`src/rtl/reg_op_arbiter_pkg.sv`:
```
// Shared definitions for the round-robin op-register arbiter: FSM state
// encoding, datapath control bit positions and command op bit positions.
package reg_op_arbiter_pkg;

    localparam int DATA_W = 4;
    localparam int OP_W   = 2;
    localparam int CTRL_W = 3;

    // Command op bits supplied by each requester.
    localparam int OP_DBL = 0;
    localparam int OP_INC = 1;

    // Datapath control bits.
    localparam int DP_EN  = 0;
    localparam int DP_DBL = 1;
    localparam int DP_INC = 2;

    // Code 2'd3 is unused and recovers to ST_IDLE.
    typedef enum logic [1:0] {
        ST_IDLE  = 2'd0,
        ST_ISSUE = 2'd1,
        ST_RESP  = 2'd2
    } state_t;

endpackage

```
`src/rtl/reg_op_arbiter_if.sv`:
```
// Requester and response channels of the op-register arbiter. The master
// side is the requester/consumer, the slave side is the arbiter.
interface reg_op_arbiter_if #(
    parameter int NUM_REQ = 2
);
    localparam int ID_W = $clog2(NUM_REQ);

    logic [NUM_REQ-1:0]   req_valid;
    logic [NUM_REQ-1:0]   req_ready;
    logic [4*NUM_REQ-1:0] req_data;
    logic [2*NUM_REQ-1:0] req_op;
    logic                 rsp_valid;
    logic                 rsp_ready;
    logic [ID_W-1:0]      rsp_id;
    logic [3:0]           rsp_data;

    modport master (
        output req_valid, req_data, req_op, rsp_ready,
        input  req_ready, rsp_valid, rsp_id, rsp_data
    );

    modport slave (
        input  req_valid, req_data, req_op, rsp_ready,
        output req_ready, rsp_valid, rsp_id, rsp_data
    );

endinterface

```
`src/rtl/reg_op_arbiter_rr_arbiter.sv`:
```
// Round-robin selector: picks the first asserted request starting at the
// pointer position and wrapping modulo NUM_REQ.
module reg_op_arbiter_rr_arbiter #(
    parameter int NUM_REQ = 2,
    parameter int ID_W    = $clog2(NUM_REQ)
) (
    input  logic [NUM_REQ-1:0] req_i,
    input  logic [ID_W-1:0]    ptr_i,
    output logic [NUM_REQ-1:0] grant_o,
    output logic [ID_W-1:0]    grant_idx_o,
    output logic               any_o
);

    // Search ptr, ptr+1, ... and stop at the first asserted request.
    always_comb begin
        // NOTE: every output gets a default before the search so no path leaves it unassigned (no latch).
        grant_o     = '0;
        grant_idx_o = '0;
        any_o       = 1'b0;
        for (int off = 0; off < NUM_REQ; off++) begin
            if (!any_o && req_i[(int'(ptr_i) + off) % NUM_REQ]) begin
                any_o                                     = 1'b1;
                grant_o[(int'(ptr_i) + off) % NUM_REQ]    = 1'b1;
                grant_idx_o = ID_W'((int'(ptr_i) + off) % NUM_REQ);
            end
        end
    end

endmodule

```
`src/rtl/reg_op_arbiter.sv`:
```
// Round-robin scheduler sharing one 4-bit op-register datapath among
// NUM_REQ requesters: accept one command, drive the datapath for one cycle,
// then hold the result with the owner's ID until the consumer takes it.
module reg_op_arbiter
    import reg_op_arbiter_pkg::*;
#(
    parameter int NUM_REQ = 2
) (
    input  logic                   clk,
    input  logic                   rst_n,
    reg_op_arbiter_if.slave        bus,
    output logic [DATA_W-1:0]      dp_data_in,
    output logic [CTRL_W-1:0]      dp_control,
    input  logic [DATA_W-1:0]      dp_data_out,
    output logic                   busy
);

    localparam int ID_W = $clog2(NUM_REQ);

    state_t              state_q;
    logic [ID_W-1:0]     ptr_q, ptr_d;
    logic [ID_W-1:0]     id_q;
    logic [CTRL_W-1:0]   dp_control_q;
    logic [DATA_W-1:0]   dp_data_in_q;
    logic                rsp_valid_q;
    logic                busy_q;

    logic [NUM_REQ-1:0]  grant;
    logic [ID_W-1:0]     grant_idx;
    logic                grant_any;
    logic [DATA_W-1:0]   sel_data;
    logic [OP_W-1:0]     sel_op;

    reg_op_arbiter_rr_arbiter #(
        .NUM_REQ (NUM_REQ),
        .ID_W    (ID_W)
    ) u_rr (
        .req_i       (bus.req_valid),
        .ptr_i       (ptr_q),
        .grant_o     (grant),
        .grant_idx_o (grant_idx),
        .any_o       (grant_any)
    );

    // Operand/op of the granted requester and the pointer slot after it.
    always_comb begin
        sel_data = bus.req_data[DATA_W*int'(grant_idx) +: DATA_W];
        sel_op   = bus.req_op[OP_W*int'(grant_idx) +: OP_W];
        ptr_d    = grant_idx + ID_W'(1);
        if (int'(grant_idx) == NUM_REQ - 1) begin
            ptr_d = '0;
        end
    end

    // Command FSM: capture on the IDLE handshake, one ISSUE cycle, hold RESP.
    always_ff @(posedge clk or negedge rst_n) begin
        if (!rst_n) begin
            state_q      <= ST_IDLE;
            ptr_q        <= '0;
            id_q         <= '0;
            dp_control_q <= '0;
            dp_data_in_q <= '0;
            rsp_valid_q  <= 1'b0;
            busy_q       <= 1'b0;
        end else begin
            // NOTE: state registers use non-blocking assignments so every register samples pre-edge values.
            case (state_q)
                ST_IDLE: begin
                    if (grant_any) begin
                        id_q                 <= grant_idx;
                        ptr_q                <= ptr_d;
                        dp_data_in_q         <= sel_data;
                        dp_control_q[DP_INC] <= sel_op[OP_INC];
                        dp_control_q[DP_DBL] <= sel_op[OP_DBL];
                        dp_control_q[DP_EN]  <= 1'b1;
                        busy_q               <= 1'b1;
                        state_q              <= ST_ISSUE;
                    end
                end
                ST_ISSUE: begin
                    dp_control_q <= '0;
                    dp_data_in_q <= '0;
                    rsp_valid_q  <= 1'b1;
                    state_q      <= ST_RESP;
                end
                ST_RESP: begin
                    if (bus.rsp_ready) begin
                        rsp_valid_q <= 1'b0;
                        busy_q      <= 1'b0;
                        state_q     <= ST_IDLE;
                    end
                end
                default: begin
                    dp_control_q <= '0;
                    dp_data_in_q <= '0;
                    rsp_valid_q  <= 1'b0;
                    busy_q       <= 1'b0;
                    state_q      <= ST_IDLE;
                end
            endcase
        end
    end

    // Accept is offered only in IDLE and is forced low while reset is held.
    assign bus.req_ready = (state_q == ST_IDLE && rst_n) ? grant : '0;

    // The datapath holds its register outside ISSUE, so the result is read live.
    assign bus.rsp_valid = rsp_valid_q;
    assign bus.rsp_id    = id_q;
    assign bus.rsp_data  = rsp_valid_q ? dp_data_out : '0;
    assign dp_control    = dp_control_q;
    assign dp_data_in    = dp_data_in_q;
    assign busy          = busy_q;

endmodule

```
`src/flat_wrapper.sv`:
```
// flat-port wrapper written by rule: the top's interface ports become plain ports
module reg_op_arbiter_flat import reg_op_arbiter_pkg::*;
#(
    parameter int NUM_REQ = 2
)
  (clk, rst_n, dp_data_in, dp_control, dp_data_out, busy, bus_req_valid, bus_req_data, bus_req_op, bus_rsp_ready, bus_req_ready, bus_rsp_valid, bus_rsp_id, bus_rsp_data);
  reg_op_arbiter_if #(.NUM_REQ(NUM_REQ)) bus_i ();
  input  logic clk;
  input  logic rst_n;
  output logic [DATA_W-1:0] dp_data_in;
  output logic [CTRL_W-1:0] dp_control;
  input  logic [DATA_W-1:0] dp_data_out;
  output logic busy;
  input wire logic [$bits(bus_i.req_valid)-1:0] bus_req_valid;
  input wire logic [$bits(bus_i.req_data)-1:0] bus_req_data;
  input wire logic [$bits(bus_i.req_op)-1:0] bus_req_op;
  input wire logic [$bits(bus_i.rsp_ready)-1:0] bus_rsp_ready;
  output wire logic [$bits(bus_i.req_ready)-1:0] bus_req_ready;
  output wire logic [$bits(bus_i.rsp_valid)-1:0] bus_rsp_valid;
  output wire logic [$bits(bus_i.rsp_id)-1:0] bus_rsp_id;
  output wire logic [$bits(bus_i.rsp_data)-1:0] bus_rsp_data;
  assign bus_i.req_valid = bus_req_valid;
  assign bus_i.req_data = bus_req_data;
  assign bus_i.req_op = bus_req_op;
  assign bus_i.rsp_ready = bus_rsp_ready;
  assign bus_req_ready = bus_i.req_ready;
  assign bus_rsp_valid = bus_i.rsp_valid;
  assign bus_rsp_id = bus_i.rsp_id;
  assign bus_rsp_data = bus_i.rsp_data;
  reg_op_arbiter #(.NUM_REQ(NUM_REQ)) u_core (.clk(clk), .rst_n(rst_n), .bus(bus_i), .dp_data_in(dp_data_in), .dp_control(dp_control), .dp_data_out(dp_data_out), .busy(busy));
endmodule
```
`config.mk`:
```
export PLATFORM = sky130hd
export DESIGN_NAME = reg_op_arbiter_flat
export DESIGN_NICKNAME = d
export VERILOG_FILES = /design/src/rtl/reg_op_arbiter_pkg.sv /design/src/rtl/reg_op_arbiter_if.sv /design/src/rtl/reg_op_arbiter_rr_arbiter.sv /design/src/rtl/reg_op_arbiter.sv /design/src/flat_wrapper.sv
export SDC_FILE = /design/constraint.sdc
export NUM_CORES = 1
export LEC_CHECK = 0
export CORE_MARGIN = 2
export CORE_UTILIZATION = 35
export DETAILED_ROUTE_END_ITERATION = 8
export GPL_ROUTABILITY_DRIVEN = 0
export PLACE_DENSITY = 0.81
export SETUP_SLACK_MARGIN = 0.4
export SYNTH_ARGS = -nofsm -noshare
export SYNTH_HDL_FRONTEND = slang
export SYNTH_SLANG_ARGS = --single-unit
```
`constraint.sdc`:
```
create_clock -name clk -period 3.2 [get_ports clk]
set_clock_uncertainty 0.1 [all_clocks]
set_input_delay 0.96 -clock clk [delete_from_list [all_inputs] [get_ports clk]]
set_output_delay 0.96 -clock clk [all_outputs]
set_load 0.005 [all_outputs]
```
==> results of run 1 <==
-- metal layers --
| layer | track usage [%] | routed length, um |
|---|---|---|
| met5 | 0 | 0 |
| met4 | 2.35 | 9 |
| met2 | 33.2 | 885 |
| met3 | 8.33 | 129 |
| met1 | 20.5 | 642 |
-- what timing repair did --
action,CTS,global route
endpoints found under the setup margin,6,4
pin swaps,1,0
resized for setup,20,4
-- area by class of cell --
class / instances / area (um2)
fill: 147 / 531
timing repair buffer: 43 / 379
multi-input combinational: 32 / 263
tap: 16 / 20.0
sequential: 13 / 325
clock buffer: 4 / 26.3
inverter: 4 / 15.0
-- stage by stage --
step                      area, um2  power, mW  setup WS (ns)  cells  hold slack [ns]
after floorplan                 599      0.482          0.710     49            0.381
after global placement         1030      0.720         -0.145    108            0.375
after detailed placement       1030      0.728         -0.160    108            0.373
after CTS                      1050      0.825          0.403    112            0.397
after global routing           1030      0.869          0.408    112            0.412
final                          1030      0.809          0.440    112            0.396
-- where the power goes --
part           internal, mW  total (mW)  switching, mW
logic                 0.245       0.386          0.141
registers             0.248       0.320         0.0725
clock network        0.0484       0.103         0.0544
total                 0.541       0.809          0.268
-- how the worst max path moves through the flow --
stage / startpoint / end
2_1_floorplan: bus_req_valid[0] / bus_req_ready[0]
3_3_place_gp: bus_req_valid[0] / bus_req_ready[0]
3_5_place_dp: bus_req_valid[0] / bus_req_ready[0]
4_1_cts: dp_data_out[1] / bus_rsp_data[1]
5_1_grt: bus_req_valid[0] / bus_req_ready[1]
6_report: bus_req_valid[0] / bus_req_ready[1]
-- Yosys cell counts (2+ instances only) --
cell type	instances
a221o_1	6
and2_1	4
and3_2	7
dfrtp_1	13
inv_1	4
o21a_1	2
o21ai_0	3
-- registers in the layout, indices dropped and copies added, names as in the netlist --
name,count
u_core.bus.rsp_id,1
u_core.busy,1
u_core.dp_data_in,4
u_core.ptr_q,1
u_core.state_q,2
u_core.dp_control,3
u_core.bus.rsp_valid,1
-- logic make-up (layout without fill, tap and decap cells) --
kind of cell           count (synthesis)  after routing  synth area share (%)
AOI/OAI and AO/OA                     17             17                  25.1
and+or+nand+nor                       14             14                  16.5
DFF                                   13             13                  54.3
buffers and inverters                  4             51                  2.50
muxes                                  1              1                  1.67
==> results, run 1 <==
- The flow ran to the end, and the final reports show no timing, DRC or antenna violations.
- STA classifies the critical path startpoint as a primary input.
- The synthesized area per cell is between 10 and 15 um2.
- The final hold violation count is 0.
- IR analysis of the VDD net gives a maximum drop of around 0.00043 V.
- The cell row count is 14.
- Port buffering added 36 buffers.
- The dominant cell type by area after synthesis is dfrtp_1.
- Among cell families on the critical path, the largest total delay comes from buffers and inverters.
- During synthesis, Yosys emitted a total of 0 warnings.
- The sum of overflow across all layers after global routing is 0.
- The share of post-route cells with drive strength above 1 is around 28%.
- The mean number of vias per cell is between 5 and 6.
- The worst path uses between 80% and 90% of the clock period.
- For this design the static power due to leakage is 0.497 nW.
- The minimum clock period is about 2.8 ns.
- The number of synthesized flops with an enable pin is 0.
- The post-CTS setup repair buffer count is 0.
- The power per cell area is between 700 and 800 nW/um2.
- The TritonCTS clock tree is built.
- The number of slew-limit violations in the final report came to 0.
- The number of vias after detailed routing is just over 600.
- Derived from the worst setup path, the maximum achievable clock frequency is 362 MHz.
- The CTS buffer count is 3.
- The number of nets in the final layout is 118.
- The most frequent standard cell in the layout excluding fill and tap cells is clkdlybuf4s50_1.
- Summed over all layers, the routed wires come to around 1700 um.
- For this run, the total global-route usage over all layers was measured as between 10% and 20%.
- The gate count after technology mapping is 49.
- The die covers slightly above 2000 um2.
- The detail route stage leaves a number of antenna-violating nets equal to 0.
- The signal on the critical path passes through dlygate4sd2_1 > buf_4 > inv_1 > o2111a_1 > buf_2.
- The endpoint type of the worst setup path is an output port.
- The first-pass detailed-route iteration total is 4.
- The prevailing post-synth register cell is dfrtp_1.
- The slowest stage of the critical path belongs to the cell dlygate4sd2_1.
- The worst reg-to-reg path cell count is 3.
- Cells fill 66.0% of the core in the end.
- Setup violations remaining at the end of the flow were counted as 0.
- Setup repair after global routing left no endpoint under its margin.
- The hold-fix buffer count after cts is 0.
- In the routed design, unresolved DRC markers number 0.
- The share of synthesized area in the top cell type comes to between 50% and 60%.
- From bottom edge to top edge, the die measures ~45 um.
- In this run the number of H-tree levels came out at 1.
- At the worst endpoint, the required time is 2.14 ns.
- The proportion of synthesized flip-flops having asynchronous set or reset is 100%.
- The CTS sink count is 13.
- At the worst endpoint, the arrival time is roughly 1.7 ns.
- The latest clock arrival within the worst-skew pair is about 0.28 ns.
- The placeable core region is about 1600 um2.
- The number of buffer and inverter instances along the worst setup path is 4.
- The synthesized netlist occupies a cell area of 599 um2.
- The endpoint of the lowest-slack register-to-register path is u_core.bus.rsp_id.
- Along the worst path, the maximum fanout reaches 3.
- Counting flops and latches in the post-synthesis netlist gives 13.
- The type of the setup path with the least slack is in2out.
- Counting every net in the synthesized netlist gives 70.
- The max-capacitance violation count is 0.
- The post-detailed-route wirelength per cell is 14.9 um.
- The initial utilization of the core area, before any placement, comes to 38.4%.
- For this design the top-level I/O count stands at 37.
- The HPWL after detailed placement is approximately 1300 um.
- Counting instances, the worst hold path has a depth of 1.
- Compared with the post-synthesis result, the final layout area differs by 71.6%.
- The number of buffers on the longest clock path is 2.
- The tree is rooted in a clkbuf_4.
- Headroom to the max-slew limit came out at between 60% and 70%.
- The top cell types in the final layout, fill and taps aside, are 27 x clkdlybuf4s50_1, 13 x dfrtp_1, 7 x and3_2, 7 x buf_4, 6 x a221o_1.
- The number of distinct library cells after synthesis is 17.
- The clock-pin slew of the registers on the worst-case setup and hold paths is about 0.08 ns.
- The part of the Yosys area used for sequential elements is a little over half.
- In this run the worst hold path is classified as reg2reg.
- The number of global-route vias before repair was 606.
- For hold timing, the worst endpoint is u_core.busy.
- The initial antenna violation count is 0.
- The width of the die is 45.4 um.
- 0 antenna diodes ended up in the layout.
- After synthesis, the cell types taking the most area are dfrtp_1 54%, a221o_1 10%, and3_2 8.8%.
- The first global-routing pass estimated approximately 2700 um of wire.
- The startpoint identified for the worst register-to-register timing path is u_core.state_q[0].
- The critical path crosses 5 cells after its start point.
- The largest single stage delay on the critical path is between 0.2 and 0.25 ns.
- At the pin with the least slew margin, the transition time is ~0.45 ns.
- The first routing iteration left 24 violations.
- The worst hold path begins at u_core.busy.
- Entering global routing, the biggest net connects 11 pins.
- The sum of negative setup slack is 0 ns.
- The worst setup slack for register-to-register paths is 1.79 ns.
No activity file was read; power rests on OpenSTA's default activity.
==> run 2: changes to the inputs <==
==> constraint.sdc (replaced) <==
create_clock -name clk -period 3.2 [get_ports clk]
set_clock_uncertainty 0.1 [all_clocks]
set_input_delay 0.96 -clock clk [delete_from_list [all_inputs] [get_ports clk]]
set_output_delay 0.96 -clock clk [all_outputs]
set_load 0.1 [all_outputs]
==> results, run 2 (same netlist as run 1, synthesis figures left out) <==
- The flow ran to the end, and the final reports show no timing, DRC or antenna violations.
- The final worst setup slack is 0.411 ns (-0.0296 ns).
- The fmax was 359 MHz (-1.1%).
- The worst setup path is captured at an output port.
- The number of routed nets with antenna violations is 0 (unchanged).
- The number of antenna repair diodes was 0 (unchanged).
- The sum of negative setup slack was 0 ns (unchanged).
- The final hold violation count came to 0 (unchanged).
- The post-detailed-route wirelength per cell is 15.1 um (+1.6%).
- The source of the worst hold timing path is u_core.busy.
- The number of buffers on the longest clock path is 2 (unchanged).
- The clock-pin slew of the registers on the worst-case setup and hold paths is 0.08 ns (about the same).
- The launching point of the worst reg2reg path is u_core.state_q[0].
- The routed metal-1 wire length is 712 um (+11%).
- The cell row count is 14 (unchanged).
- The area enclosed by the die boundary is 2060 um2 (unchanged).
- The number of vias after detailed routing is 579 (-4.9%).
- The share of post-route cells with drive strength above 1 is 45.2% (+17 points).
- The actual slew at the worst max-slew pin is 0.460 ns (+0.00687 ns).
- The initial standard-cell utilization of the core is 38.4% (unchanged).
- The first-pass detailed-route iteration total is 3 (-1).
- The CTS buffer count came to 3 (unchanged).
- The peak per-stage delay on the critical path is 0.46 ns (+0.22 ns).
- STA classifies the critical path startpoint as a primary input.
- The cell type group with the largest total delay on the critical path is buffers and inverters.
- The number of cells on the worst hold path is 1 (unchanged).
- The pin count of the biggest net entering global routing is 11 (unchanged).
- The initial antenna violation count is 0 (unchanged).
- The total DRC errors in the routed layout is 0 (unchanged).
- The count of input and output buffers came to 36 (unchanged).
- The worst hold path belongs to the class reg2reg.
- The worst path required time is 2.14 ns (about the same).
- The placeable core region is 1560 um2 (unchanged).
- The total half-perimeter wirelength after legalization and detailed placement is 1300 um (-0.17%).
- The final count of negative-setup-slack endpoints was 0 (unchanged).
- The worst slew margin relative to its limit is 69.0% (-0.46 points).
- The overall routed net length came to 1650 um (-1.1%).
- The width of the die is 45.4 um (unchanged).
- The number of slew-limit violations in the final report is 0 (unchanged).
- The highest layer touched by signal routing is met4.
- The number of buffer and inverter instances along the worst setup path is 2 (-2).
- The buffer cell driving the clock tree root is clkbuf_4.
- The endpoint of the lowest-slack register-to-register path is u_core.bus.rsp_id.
- The number of flip-flops under the largest register name came to 4 (unchanged).
- The CTS sink count is 13 (unchanged).
- TritonCTS built the clock tree.
- In the layout the commonest cells are 14 x clkdlybuf4s50_1, 14 x buf_4, 13 x dfrtp_1.
- The number of top-level pins is 37 (unchanged).
- The number of global-route vias before repair is 612 (+0.99%).
- The total met3 wirelength after detailed routing is 122 um (-5.4%).
- The DRC marker count from the first detailed-route iteration came to 13 (-46%).
- The met2 wire length is 797 um (-9.9%).
- The die height is 45.4 um (unchanged).
- The hold-fix buffer count after cts is 0 (unchanged).
- The wire length of the first global-routing pass is 2730 um (+1.0%).
- The type of the setup path with the least slack is in2out.
- The standard cell with the maximum stage delay on the critical path is clkdlybuf4s50_1.
- The max-capacitance violation count is 0 (unchanged).
- The level count of the clock H-tree is 1 (unchanged).
- The sum of overflow across all layers after global routing is 0 (unchanged).
- The number of nets in the final layout is 115 (-2.5%).
- The fraction of the cycle the final worst path needs was 87.2% (+0.93 points).
- The endpoint of the worst hold path is u_core.busy.
- Relative to the synthesized area, the layout overhead comes to 80.2%.
- The highest net fanout along the worst path is 1 (-2).
- Walking the worst path, the cells encountered are clkdlybuf4s50_1 > and2_4 > buf_12.
- Setup repair after global routing left no endpoint under its margin.
- The minimum clock period was 2.79 ns (+0.0296 ns).
- The final hold slack is 0.397 ns (+0.000787 ns).
- The worst setup slack for register-to-register paths is 1.77 ns (-0.02 ns).
- The latest clock arrival within the worst-skew pair came to 0.28 ns (about the same).
- The worst path arrival time is 1.73 ns (+0.03 ns).
- The global-route total usage across every layer is 18.7% (+0.10 points).
- The worst reg-to-reg path cell count was 3 (unchanged).
- The mean number of vias per cell is 5.31 (-2.3%).
- The post-placement worst setup slack is 0.0506 ns (+0.211 ns).
## run 2: cell type report
| type | instances | area, um2 |
|---|---|---|
| Inverter | 4 | 15.0 |
| Multi-Input combinational cell | 32 | 278 |
| Clock inverter | 1 | 5.00 |
| Timing Repair Buffer | 40 | 414 |
| Clock buffer | 3 | 22.5 |
| Tap cell | 16 | 20.0 |
| Fill cell | 127 | 479 |
| Sequential cell | 13 | 325 |
## run 2: worst max-delay path by stage
| stage | start | end | slack [ns] | depth (start not counted) |
|---|---|---|---|---|
| floorplan | bus_req_valid[0] | bus_req_ready[0] | 0.49 | 2 |
| finish | dp_data_out[3] | bus_rsp_data[3] | 0.41 | 3 |
| global placement | bus_req_valid[0] | bus_req_ready[0] | 0.08 | 4 |
| global route | dp_data_out[3] | bus_rsp_data[3] | 0.40 | 3 |
| CTS | bus_req_valid[0] | bus_req_ready[0] | 0.36 | 4 |
| detailed placement | bus_req_valid[0] | bus_req_ready[0] | 0.05 | 4 |
## run 2: routing by layer
layer | global-route usage, % | vias to the layer above
met1 | 22.6 | 276
met3 | 7.14 | 2
met5 | 0 | -
met4 | 5.29 | 0
li1 | - | 274
met2 | 30.7 | 27
## run 2: timing repair
item                                    4_1_cts  5_1_grt
gates resized for setup                       8        7
endpoints found under the setup margin        4        4
gates cloned                                  0        0
pin swaps                                     1        1
setup buffers                                 0        0
## run 2: metrics by stage
| stage | instances | util, % | area (um2) |
|---|---|---|---|
| 3_3_place_gp | 105 | 67.7 | 1050 |
| 5_1_grt | 109 | 69.3 | 1080 |
| 6_report | 109 | 69.3 | 1080 |
| 3_5_place_dp | 105 | 67.7 | 1050 |
| 4_1_cts | 109 | 69.4 | 1080 |
| 2_1_floorplan | 49 | - | 609 |
Power of run 2 is not shown: default switching activity piles up to over one toggle a cycle in this logic, so the estimate is an artifact.
